File: src/rtl/truth_table_sweeper.sv
// rtl/truth_table_sweeper.sv - exhaustive truth-table sweeper comparing a canonical
// and a reduced logic function, counting mismatches and minterms.
module truth_table_sweeper #(
  parameter int K      = 5,
  parameter int SETTLE = 2
) (
  input  logic         clk,
  input  logic         reset,
  input  logic         start,
  output logic [K-1:0] vec_out,
  input  logic         ref_in,
  input  logic         red_in,
  output logic         busy,
  output logic         done,
  output logic         pass,
  output logic [K:0]   mismatch_count,
  output logic [K:0]   ones_count,
  output logic         first_fail_vld,
  output logic [K-1:0] first_fail_idx
);

  localparam int SW = (SETTLE > 1) ? $clog2(SETTLE + 1) : 1;

  typedef enum logic [2:0] {
    ST_IDLE,
    ST_APPLY,
    ST_SETTLE,
    ST_SAMPLE,
    ST_DONE
  } state_t;

  state_t        state_q, state_d;
  logic [K-1:0]  vec_q, vec_d;
  logic [SW-1:0] cnt_q, cnt_d;
  logic [K:0]    mism_q, mism_d;
  logic [K:0]    ones_q, ones_d;
  logic          ffv_q, ffv_d;
  logic [K-1:0]  ffi_q, ffi_d;
  logic          busy_q, busy_d;
  logic          done_q, done_d;
  logic          pass_q, pass_d;
  logic          miss;

  always_ff @(posedge clk or posedge reset) begin
    if (reset) begin
      state_q <= ST_IDLE;
      vec_q   <= '0;
      cnt_q   <= '0;
      mism_q  <= '0;
      ones_q  <= '0;
      ffv_q   <= 1'b0;
      ffi_q   <= '0;
      busy_q  <= 1'b0;
      done_q  <= 1'b0;
      pass_q  <= 1'b0;
    end else begin
      state_q <= state_d;
      vec_q   <= vec_d;
      cnt_q   <= cnt_d;
      mism_q  <= mism_d;
      ones_q  <= ones_d;
      ffv_q   <= ffv_d;
      ffi_q   <= ffi_d;
      busy_q  <= busy_d;
      done_q  <= done_d;
      pass_q  <= pass_d;
    end
  end

  assign miss = ref_in ^ red_in;

  always_comb begin
    state_d = state_q;
    vec_d   = vec_q;
    cnt_d   = cnt_q;
    mism_d  = mism_q;
    ones_d  = ones_q;
    ffv_d   = ffv_q;
    ffi_d   = ffi_q;
    busy_d  = busy_q;
    done_d  = done_q;
    pass_d  = pass_q;

    case (state_q)
      ST_IDLE, ST_DONE: begin
        if (start) begin
          state_d = ST_APPLY;
          vec_d   = '0;
          mism_d  = '0;
          ones_d  = '0;
          ffv_d   = 1'b0;
          ffi_d   = '0;
          busy_d  = 1'b1;
          done_d  = 1'b0;
          pass_d  = 1'b0;
        end
      end

      ST_APPLY: begin
        cnt_d   = SW'(SETTLE);
        state_d = (SETTLE > 0) ? ST_SETTLE : ST_SAMPLE;
      end

      // Leave on the edge where the counter hits zero: SETTLE cycles in total.
      ST_SETTLE: begin
        cnt_d = cnt_q - SW'(1);
        if (cnt_q == SW'(1)) begin
          state_d = ST_SAMPLE;
        end
      end

      ST_SAMPLE: begin
        ones_d = ones_q + {{K{1'b0}}, ref_in};
        mism_d = mism_q + {{K{1'b0}}, miss};
        if (miss && !ffv_q) begin
          ffv_d = 1'b1;
          ffi_d = vec_q;
        end
        if (vec_q == {K{1'b1}}) begin
          state_d = ST_DONE;
          busy_d  = 1'b0;
          done_d  = 1'b1;
          // Judged on the count including this final sample.
          pass_d  = (mism_d == '0);
        end else begin
          vec_d   = vec_q + K'(1);
          state_d = ST_APPLY;
        end
      end

      default: begin
        state_d = ST_IDLE;
      end
    endcase
  end

  assign vec_out        = vec_q;
  assign busy           = busy_q;
  assign done           = done_q;
  assign pass           = pass_q;
  assign mismatch_count = mism_q;
  assign ones_count     = ones_q;
  assign first_fail_vld = ffv_q;
  assign first_fail_idx = ffi_q;

endmodule

File: config.mk
export PLATFORM = sky130hd
export DESIGN_NAME = truth_table_sweeper
export DESIGN_NICKNAME = d
export VERILOG_FILES = /design/src/rtl/truth_table_sweeper.sv
export SDC_FILE = /design/constraint.sdc
export NUM_CORES = 1
export LEC_CHECK = 0
export BUFFER_PORTS_ARGS = -buffer_cell sky130_fd_sc_hd__buf_2
export CAP_MARGIN = 20
export CORE_MARGIN = 2
export CORE_UTILIZATION = 36
export CTS_CLUSTER_DIAMETER = 50
export DETAILED_ROUTE_END_ITERATION = 7
export PLACE_DENSITY = 0.6
export SKIP_CTS_REPAIR_TIMING = 1
export SYNTH_ARGS = -nofsm -noshare
export SYNTH_HDL_FRONTEND = slang
export SYNTH_SLANG_ARGS = --single-unit
File: constraint.sdc
create_clock -name clk -period 2.1 [get_ports clk]
set_input_delay 0.105 -clock clk [delete_from_list [all_inputs] [get_ports clk]]
set_output_delay 0.105 -clock clk [all_outputs]
set_load 0.1 [all_outputs]
==> Word level (Yosys, flattened, before mapping) <==
Index checks and enable logic that the tools add are counted.
{ "word_totals": {"ff_bits": 31, "out_inout_bits": 26, "in_bits": 5, "elab_cells": 61} }
{ "classes": {"eq_ne": 11, "n_reduce_logical": 12, "bitwise": 1, "mux": 23, "addsub": 4} }
{ "ops": {"columns": ["op", "n"], "rows": [
  ["$pmux 6 s2", 2],
  ["$pmux 5 s2", 2],
  ["$mux 5", 3],
  ["$add 6x1->6", 2],
  ["$pmux 3 s4", 1],
  ["$ne 2x2->1 const B", 5],
  ["$mux 3", 3],
  ["$reduce_and 3->1", 3],
  ["$pmux 1 s2", 4],
  ["$eq 3x2->1 const B", 2],
  ["$logic_not 6->1", 1],
  ["$mux 1", 6],
  ["$mux 6", 1],
  ["$add 5x1->5 const B", 1],
  ["$eq 5x5->1 const B", 1],
  ["$pmux 2 s2", 1],
  ["$reduce_and 2->1", 2],
  ["$reduce_bool 2->1", 2],
  ["$eq 3x1->1 const B", 1],
  ["$eq 3x3->1 const B", 1],
  ["$logic_not 3->1", 1],
  ["$eq 2x1->1 const B", 1],
  ["$reduce_or 2->1", 1],
  ["$sub 2x1->2 const B", 1],
  ["3 further kinds", 3]
]} }

==> Logic depth before layout (Yosys ltp) <==
Gate-level depths: netlist of the first run.
{ "depth": {"ltp_word": 5, "ltp_mapped": 8, "ltp_nobuf": 8} }

==> Least setup slack after synthesis of the first run <==
OpenSTA, ideal clock, no wires.
{ "synth_timing": {"kind": "flip-flop to flip-flop", "from": "register vec_q[0] (netlist: vec_out[0])", "to": "register vec_q[3] (netlist: vec_out[3])", "stages_incl_launch_ff": 9, "required_time_ns": 1.965, "setup_time_ns": 0.135, "period_less_slack_ns": 2.415, "path_buffers": 1, "setup_slack_ns": -0.315, "t_arrival_ns": 2.281, "path_cell_list": "dfrtp_1 -> ha_1 -> and3_1 -> ha_1 -> and4bb_1 -> buf_2 -> nand4_1 -> xnor2_1 -> nor2_1"} }
{ "synth_via": {"elab_chain_len": 3, "word_cells_on_any_way": 6, "cone_classes": "add/sub (1); eq/ne (2); mux (2); reduce/logical (1)"} }
{ "synth_rtl": {"columns": ["element", "line", "source"], "rows": [
  ["start, declared", "33", "logic [K-1:0] vec_q, vec_d;"],
  ["start signal, assigned", "58", "vec_q <= vec_d;"],
  ["$add 5x1->5 / $eq 5x5->1 (equally long branches)", "126, 119", null],
  ["$mux 5 / $ne 2x2->1 (equally long branches)", null, null],
  ["$pmux 5 s2 / $reduce_and 3->1 (equally long branches)", null, null]
]} }
Parallel ways exist; a longest one is shown, timed or not. The select of a mux whose other input is x is not followed.
A chain may end at the register's enable or synchronous reset.

==> Worst setup path in the final report of the first run <==
Same ends and word-level chain as after synthesis.

==> summary.txt, run 1 <==
status - complete, no violations
Antenna Nets Post-Route - 0
drt total wl - 3170 um
pin count of the biggest net entering global routing - 18
clock root cell - clkbuf_8
syn_area_per_cell - 10.5 um^2
crit end category - flop
Hold Path Class - in -> reg
wire length per cell - 13.7 um
P_leak - 0.932 nW
Slew HR - 56.4%
worst-path fanout max - 5
dominant cells by area after synthesis - dfrtp_1, ha_1, nand3_1
period utilisation layout - 93.6%
M2 GR Usage - 24.5%
Die Width - 68.9 um
Top delay family on crit path - simple AND/OR/NAND/NOR gates
CP Launch Type - flop
PD cells - 1550 nW/um^2
Hold Fails Final Rpt - 0
actual slew at the worst max-slew pin - 0.653 ns
core area - 4030 um^2
first-pass GRT wire length - 5190 um
minimum clock period - 1.97 ns
grt peak-use layer - met2
# DRC - 0
critical path's largest stage delay - 0.49 ns
total gr overflow - 0
Pwr Total - 2.81 mW
xor/xnor cell area share of the yosys netlist - 4.62%
Yosys top cell area share - 51.1%
Worst EP required - 2.25 ns
setup TNS - 0 ns
most frequent cell after synthesis - dfrtp_1
routed via count - 1151
asr flop ratio synth - 100%
Final Skew - 0.00850 ns
critical-path cell list - ha_1, and3_1, ha_1, and4bb_1, nand4_1, xnor2_1, nor2_1
Synth top cells by count - dfrtp_1, nand3_1, nand2_1, inv_1, o21ai_1
Cell variety after synth - 31
critical path class - reg -> reg
adder-cell share of the synthesized area - 5.77%
Yosys top cell by area - dfrtp_1
mapped cell area - 1520 um^2
layout cells sized above 1 - 26.9%
Syn Nets - 157
EDFF count, synth - 0
area grow syn2layout - 19.3%
number of synthesized register bits - 31
final setup vio count - 0
CP max stage cell - dfrtp_4
worst hold stages - 2
maximum VDD drop - 0.425 mV
IO Port Bufs - 30
largest family of logic cells by synthesized area - simple AND/OR/NAND/NOR gates
vias in the first global route - 1110
Critical Path AT - 2.12 ns
Max Cap Violations - 0
1st-pass router iterations - 4
critical path depth - 7
Top FF cell, synth - dfrtp_1
most used cell, CP - ha_1
Global Route met3 Usage - 6.49%
hpwl dp - 2350 um
clock-pin slew on the worst setup and hold paths - 0.06 ns
CP Buf/Inv Count - 0
Post-Syn Instances - 145
FF-to-FF path depth - 7
H-tree lvl count - 2
multiplexer area fraction after synthesis - 2.06%
TritonCTS Buffers - 5
RePlAce Congestion - 0.731
initial DRC count - 97
n_diodes - 0
RSZ-0062 raised after global routing - false
Synth Area in Compound Gates - 13.3%
CTS Buffer Depth - 2
GR Layer Usage met1 - 18.7%
clock sinks - 31
Syn. warnings - 0
Ports - 31
fmax - 509 MHz
Max Slew Vio Count - 0
Synth Area in Simple Gates - 17.2%
Die Y - 68.9 um
Vias per Instance - 4.96
Starting Density - 37.7%
total global-route track usage - 15.5%
clk_lat worst skew - 0.29 ns
antenna violations before repair - 0
Die ar. - 4750 um^2
final hold slack - 0.0469 ns
TritonCTS clock tree - yes
# nets final - 193
sequential fraction of the synthesis area - 51.1%
num rows - 23
## through the flow
stage | instance area, um^2 | worst slack (ns) | utilization [%] | cells
6_report | 1810 | 0.134 | 44.9 | 232
3_5_place_dp | 1720 | 0.130 | 42.7 | 223
3_3_place_gp | 1720 | 0.212 | 42.7 | 223
4_1_cts | 1800 | 0.116 | 44.7 | 231
5_1_grt | 1810 | 0.0402 | 44.9 | 232
2_1_floorplan | 1530 | -0.0189 | - | 145
## worst reg2reg max path: stages (launching register included)
cell and delay (ns):
dfrtp_4 0.49, ha_1 0.22, and3_1 0.19, ha_1 0.22, and4bb_1 0.37, nand4_1 0.14, xnor2_1 0.15, nor2_1 0.05
## power by group
group          internal (mW)  switching, mW
Clock                  0.232          0.216
Combinational          0.334           1.11
Sequential             0.746          0.172
Total                   1.31           1.50
## routing by layer
metal / part of all wire, % / wire, um
met1: 46 / 1460
met3: 5.4 / 171
met4: 1.2 / 38
met2: 47 / 1500
met5: 0 / 0
## worst paths after layout
kind,startpoint,endpoint,slack (ns)
max,vec_out[0],vec_out[3],0.13
min,start,state_q[2],0.05
max reg2reg,vec_out[0],vec_out[3],0.13
min reg2reg,ones_count[5],ones_count[5],0.49
max in group asynchronous,reset,vec_out[0],1.03
min in group asynchronous,reset,ones_count[1],0.44
## final cells by class
class / instances / area (um^2)
Inverter: 11 / 41.3
Clock buffer: 7 / 76.3
Timing Repair Buffer: 35 / 190
Sequential cell: 31 / 783
Tap cell: 50 / 62.6
Fill cell: 388 / 2220
Clock inverter: 1 / 5.00
Multi-Input combinational cell: 97 / 652
## flip-flops by register name, summed over array words and instances (netlist names)
name / cells
vec_out: 5
busy: 1
first_fail_vld: 1
first_fail_idx: 5
cnt_q: 2
ones_count: 6
mismatch_count: 6
state_q: 3
pass: 1
done: 1
## kinds of logic (layout without fill, tap and decap cells)
family                   after synthesis  after routing
AND/OR/NAND/NOR                       47             47
XOR/XNOR                               8              8
flip-flops                            31             31
adder cells (fa/ha/maj)                7              7
multiplexers                           3              3
buffers and inverters                 17             54
AO/OA/AOI/OAI                         32             32
## cell usage in the layout, fill, tap and decap left out, types with 4 or more instances in the layout
cell	count
a22o_1	5
ha_1	7
dfrtp_1	27
inv_1	11
xnor2_1	5
clkbuf_8	5
o21ai_1	11
nand2_1	12
buf_2	30
a21oi_1	5
nor2_1	10
buf_4	4
nand3_1	13
Note: power is estimated with default switching activity, not from simulation.
==> run 2, diff against run 1 <==
--- a/config.mk
+++ b/config.mk
@@ -5,12 +5,14 @@
 export SDC_FILE = /design/constraint.sdc
 export NUM_CORES = 1
 export LEC_CHECK = 0
+export ABC_AREA = 1
 export BUFFER_PORTS_ARGS = -buffer_cell sky130_fd_sc_hd__buf_2
 export CAP_MARGIN = 20
 export CORE_MARGIN = 2
 export CORE_UTILIZATION = 36
 export CTS_CLUSTER_DIAMETER = 50
 export DETAILED_ROUTE_END_ITERATION = 7
+export MAX_ROUTING_LAYER = met4
 export PLACE_DENSITY = 0.6
 export SKIP_CTS_REPAIR_TIMING = 1
 export SYNTH_ARGS = -nofsm -noshare
==> run 2 against run 1 <==
Against the previous run: combinational power is 21% higher; first-iteration DRC count fell by 49%; global-route usage down 0.26 points; maximum frequency up 24%; hold slack gained 0.16 ns; synthesized area grew 3.0%; critical endpoint unchanged; highest routed layer unchanged.
==> summary.txt, run 2 <==
status - complete, no violations
1st-pass router iterations - 4 (unchanged)
actual slew at the worst max-slew pin - 0.663 ns (+0.0104 ns)
hpwl dp - 2450 um (+4.3%)
Slew HR - 55.7% (-0.69 points)
EDFF count, synth - 0 (unchanged)
CP Launch Type - flop
RePlAce Congestion - 0.782 (+6.9%)
total gr overflow - 0 (unchanged)
most frequent cells in the layout - nand2_1, buf_2, dfrtp_1
total global-route track usage - 15.2% (-0.26 points)
FF+latch area - 778 um^2 (-0.64%)
critical path depth - 10 (+3)
critical path's largest stage delay - 0.44 ns (-0.05 ns)
CP Buf/Inv Count - 2 (+2)
initial DRC count - 49 (-49%)
Die Width - 69.9 um (+1.4%)
TritonCTS clock tree - yes
num rows - 23 (unchanged)
critical-path cell list - ha_1, nand2_1, nor2_1, ha_1, inv_1, nand2_4, nand2_2, inv_2, nand2_1, o21ai_1
Worst R2R End - vec_out[3]
Vias per Instance - 4.85 (-2.3%)
number of synthesized register bits - 31 (unchanged)
syn_area_per_cell - 8.49 um^2 (-19%)
asr flop ratio synth - 100% (unchanged)
clock sinks - 31 (unchanged)
fmax - 630 MHz (+24%)
critical path class - reg -> reg
final setup vio count - 0 (unchanged)
Yosys top cell area share - 49.6% (-1.5 points)
FF-to-FF setup slack - 0.51 ns (+0.38 ns)
Post-Syn Instances - 184 (+27%)
RSZ-0062 raised after global routing - false
Critical Path AT - 1.76 ns (-0.36 ns)
core area - 4090 um^2 (+1.4%)
worst-path fanout max - 7 (+2)
setup TNS - 0 ns (unchanged)
n_diodes - 0 (unchanged)
area occupied by multi-input gates - 691 um^2 (+6.0%)
final instance area - 1890 um^2 (+4.1%)
Pwr Total - 3.18 mW (+13%)
Final Skew - 0.00512 ns (-0.00338 ns)
PD cells - 1680 nW/um^2 (+8.6%)
# nets final - 233 (+21%)
Die Y - 69.9 um (+1.4%)
minimum clock period - 1.59 ns (-0.379 ns)
mapped cell area - 1560 um^2 (+3.0%)
routed via count - 1318 (+15%)
Top FF cell, synth - dfrtp_1
sequential fraction of the synthesis area - 49.6% (-1.5 points)
Hold Fails Final Rpt - 0 (unchanged)
Worst R2R Start - vec_out[0]
# DRC - 0 (unchanged)
clock root cell - clkbuf_8
CTS Buffer Depth - 2 (unchanged)
TritonCTS Buffers - 5 (unchanged)
Max Cap Violations - 0 (unchanged)
first-pass GRT wire length - 5750 um (+11%)
crit end category - flop
clk_lat worst skew - 0.28 ns (about the same)
Max Slew Vio Count - 0 (unchanged)
drt total wl - 3260 um (+2.9%)
Syn. warnings - 0 (unchanged)
Synth top cells by count - nand2_1, dfrtp_1, nand3_1, inv_1, o21ai_0
Worst EP required - 2.27 ns (+0.02 ns)
final hold slack - 0.203 ns (+0.156 ns)
Cell variety after synth - 23 (-26%)
Ports - 31 (unchanged)
Hold Path Class - in -> reg
vias in the first global route - 1245 (+12%)
Antenna Nets Post-Route - 0 (unchanged)
P_leak - 1.02 nW (+9.7%)
FF-to-FF path depth - 10 (+3)
placement-stage cell area - 1780 um^2 (+3.3%)
antenna violations before repair - 0 (unchanged)
Yosys top cell by area - dfrtp_1
Die ar. - 4880 um^2 (+2.8%)
H-tree lvl count - 2 (unchanged)
hold_sp - ref_in
dominant cells by area after synthesis - dfrtp_1, nand2_1, nand3_1
crit path from - vec_out[0]
Starting Density - 38.2% (+0.57 points)
CP max stage cell - dfrtp_2
commonest non-fill, non-tap cell in the layout - nand2_1
clock-pin slew on the worst setup and hold paths - 0.06 ns (about the same)
Setup crit end - vec_out[3]
area grow syn2layout - 20.7%
IO Port Bufs - 30 (unchanged)
most frequent cell after synthesis - nand2_1
layout cells sized above 1 - 23.4% (-3.5 points)
wire length per cell - 12.0 um (-12%)
Top delay family on crit path - flip-flops
Filler cells - 420 (+8.2%)
maximum VDD drop - 0.979 mV (+130%)
Syn Nets - 196 (+25%)
period utilisation layout - 75.6% (-18 points)
pin count of the biggest net entering global routing - 20 (+2)
[run 2: cell count changes after synthesis, moves of 5 or more]
cell | previous run | this run
a22o_1 | 5 | 0
inv_1 | 11 | 18
nand2_1 | 12 | 52
nand3_1 | 13 | 26
o21ai_0 | 3 | 11
o21ai_1 | 11 | 1
xnor2_1 | 5 | 0
[run 2: where the power goes]
part / internal [mW] / total, mW / switching (mW)
registers: 0.767 / 0.928 / 0.161
logic: 0.316 / 1.74 / 1.42
clock network: 0.299 / 0.513 / 0.214
total: 1.38 / 3.18 / 1.79
[run 2: cell type report]
cell class,instances,share of cell area [%]
clock buffer,8,5.31
inverter,21,4.18
sequential,31,41.3
multi-input combinational,129,36.6
tap,50,3.32
timing repair buffer,33,9.29
[run 2: how the worst min path moves through the flow]
stage | slack [ns] | to | cells past startpoint
floorplan | 0.21 | busy | 1
global placement | 0.24 | busy | 2
detailed placement | 0.23 | done | 2
CTS | -0.06 | state_q[2] | 2
global route | 0.22 | state_q[0] | 5
finish | 0.20 | ones_count[0] | 4
[run 2: cells by family after synthesis]
logic type | synth area share (%)
fa+ha+maj | 5.60
buf+inv | 6.16
compound gates | 6.48
xor+xnor | 1.68
simple gates | 30.4
flops | 49.6
[run 2: worst register-to-register path, delay by kind of cell, from the launching register on]
| kind | cells | cell delay [ns] |
|---|---|---|
| flip-flops | 1 | 0.44 |
| AND/OR/NAND/NOR | 5 | 0.34 |
| adder cells (fa/ha/maj) | 2 | 0.41 |
| AO/OA/AOI/OAI | 1 | 0.06 |
| buffers and inverters | 2 | 0.22 |
[run 2: layer usage]
metal / global-route usage, % / wire length (um)
met1: 20.4 / 1600
met5: - / 0
met4: 5.13 / 61
met2: 21.8 / 1460
met3: 4.91 / 140
[run 2: metrics by stage]
stage	utilization, %	instances	worst slack [ns]
floorplan	-	184	0.127
global placement	43.4	263	0.510
detailed placement	43.4	263	0.503
CTS	45.9	271	0.502
global route	46.1	272	0.383
finish	46.1	272	0.513
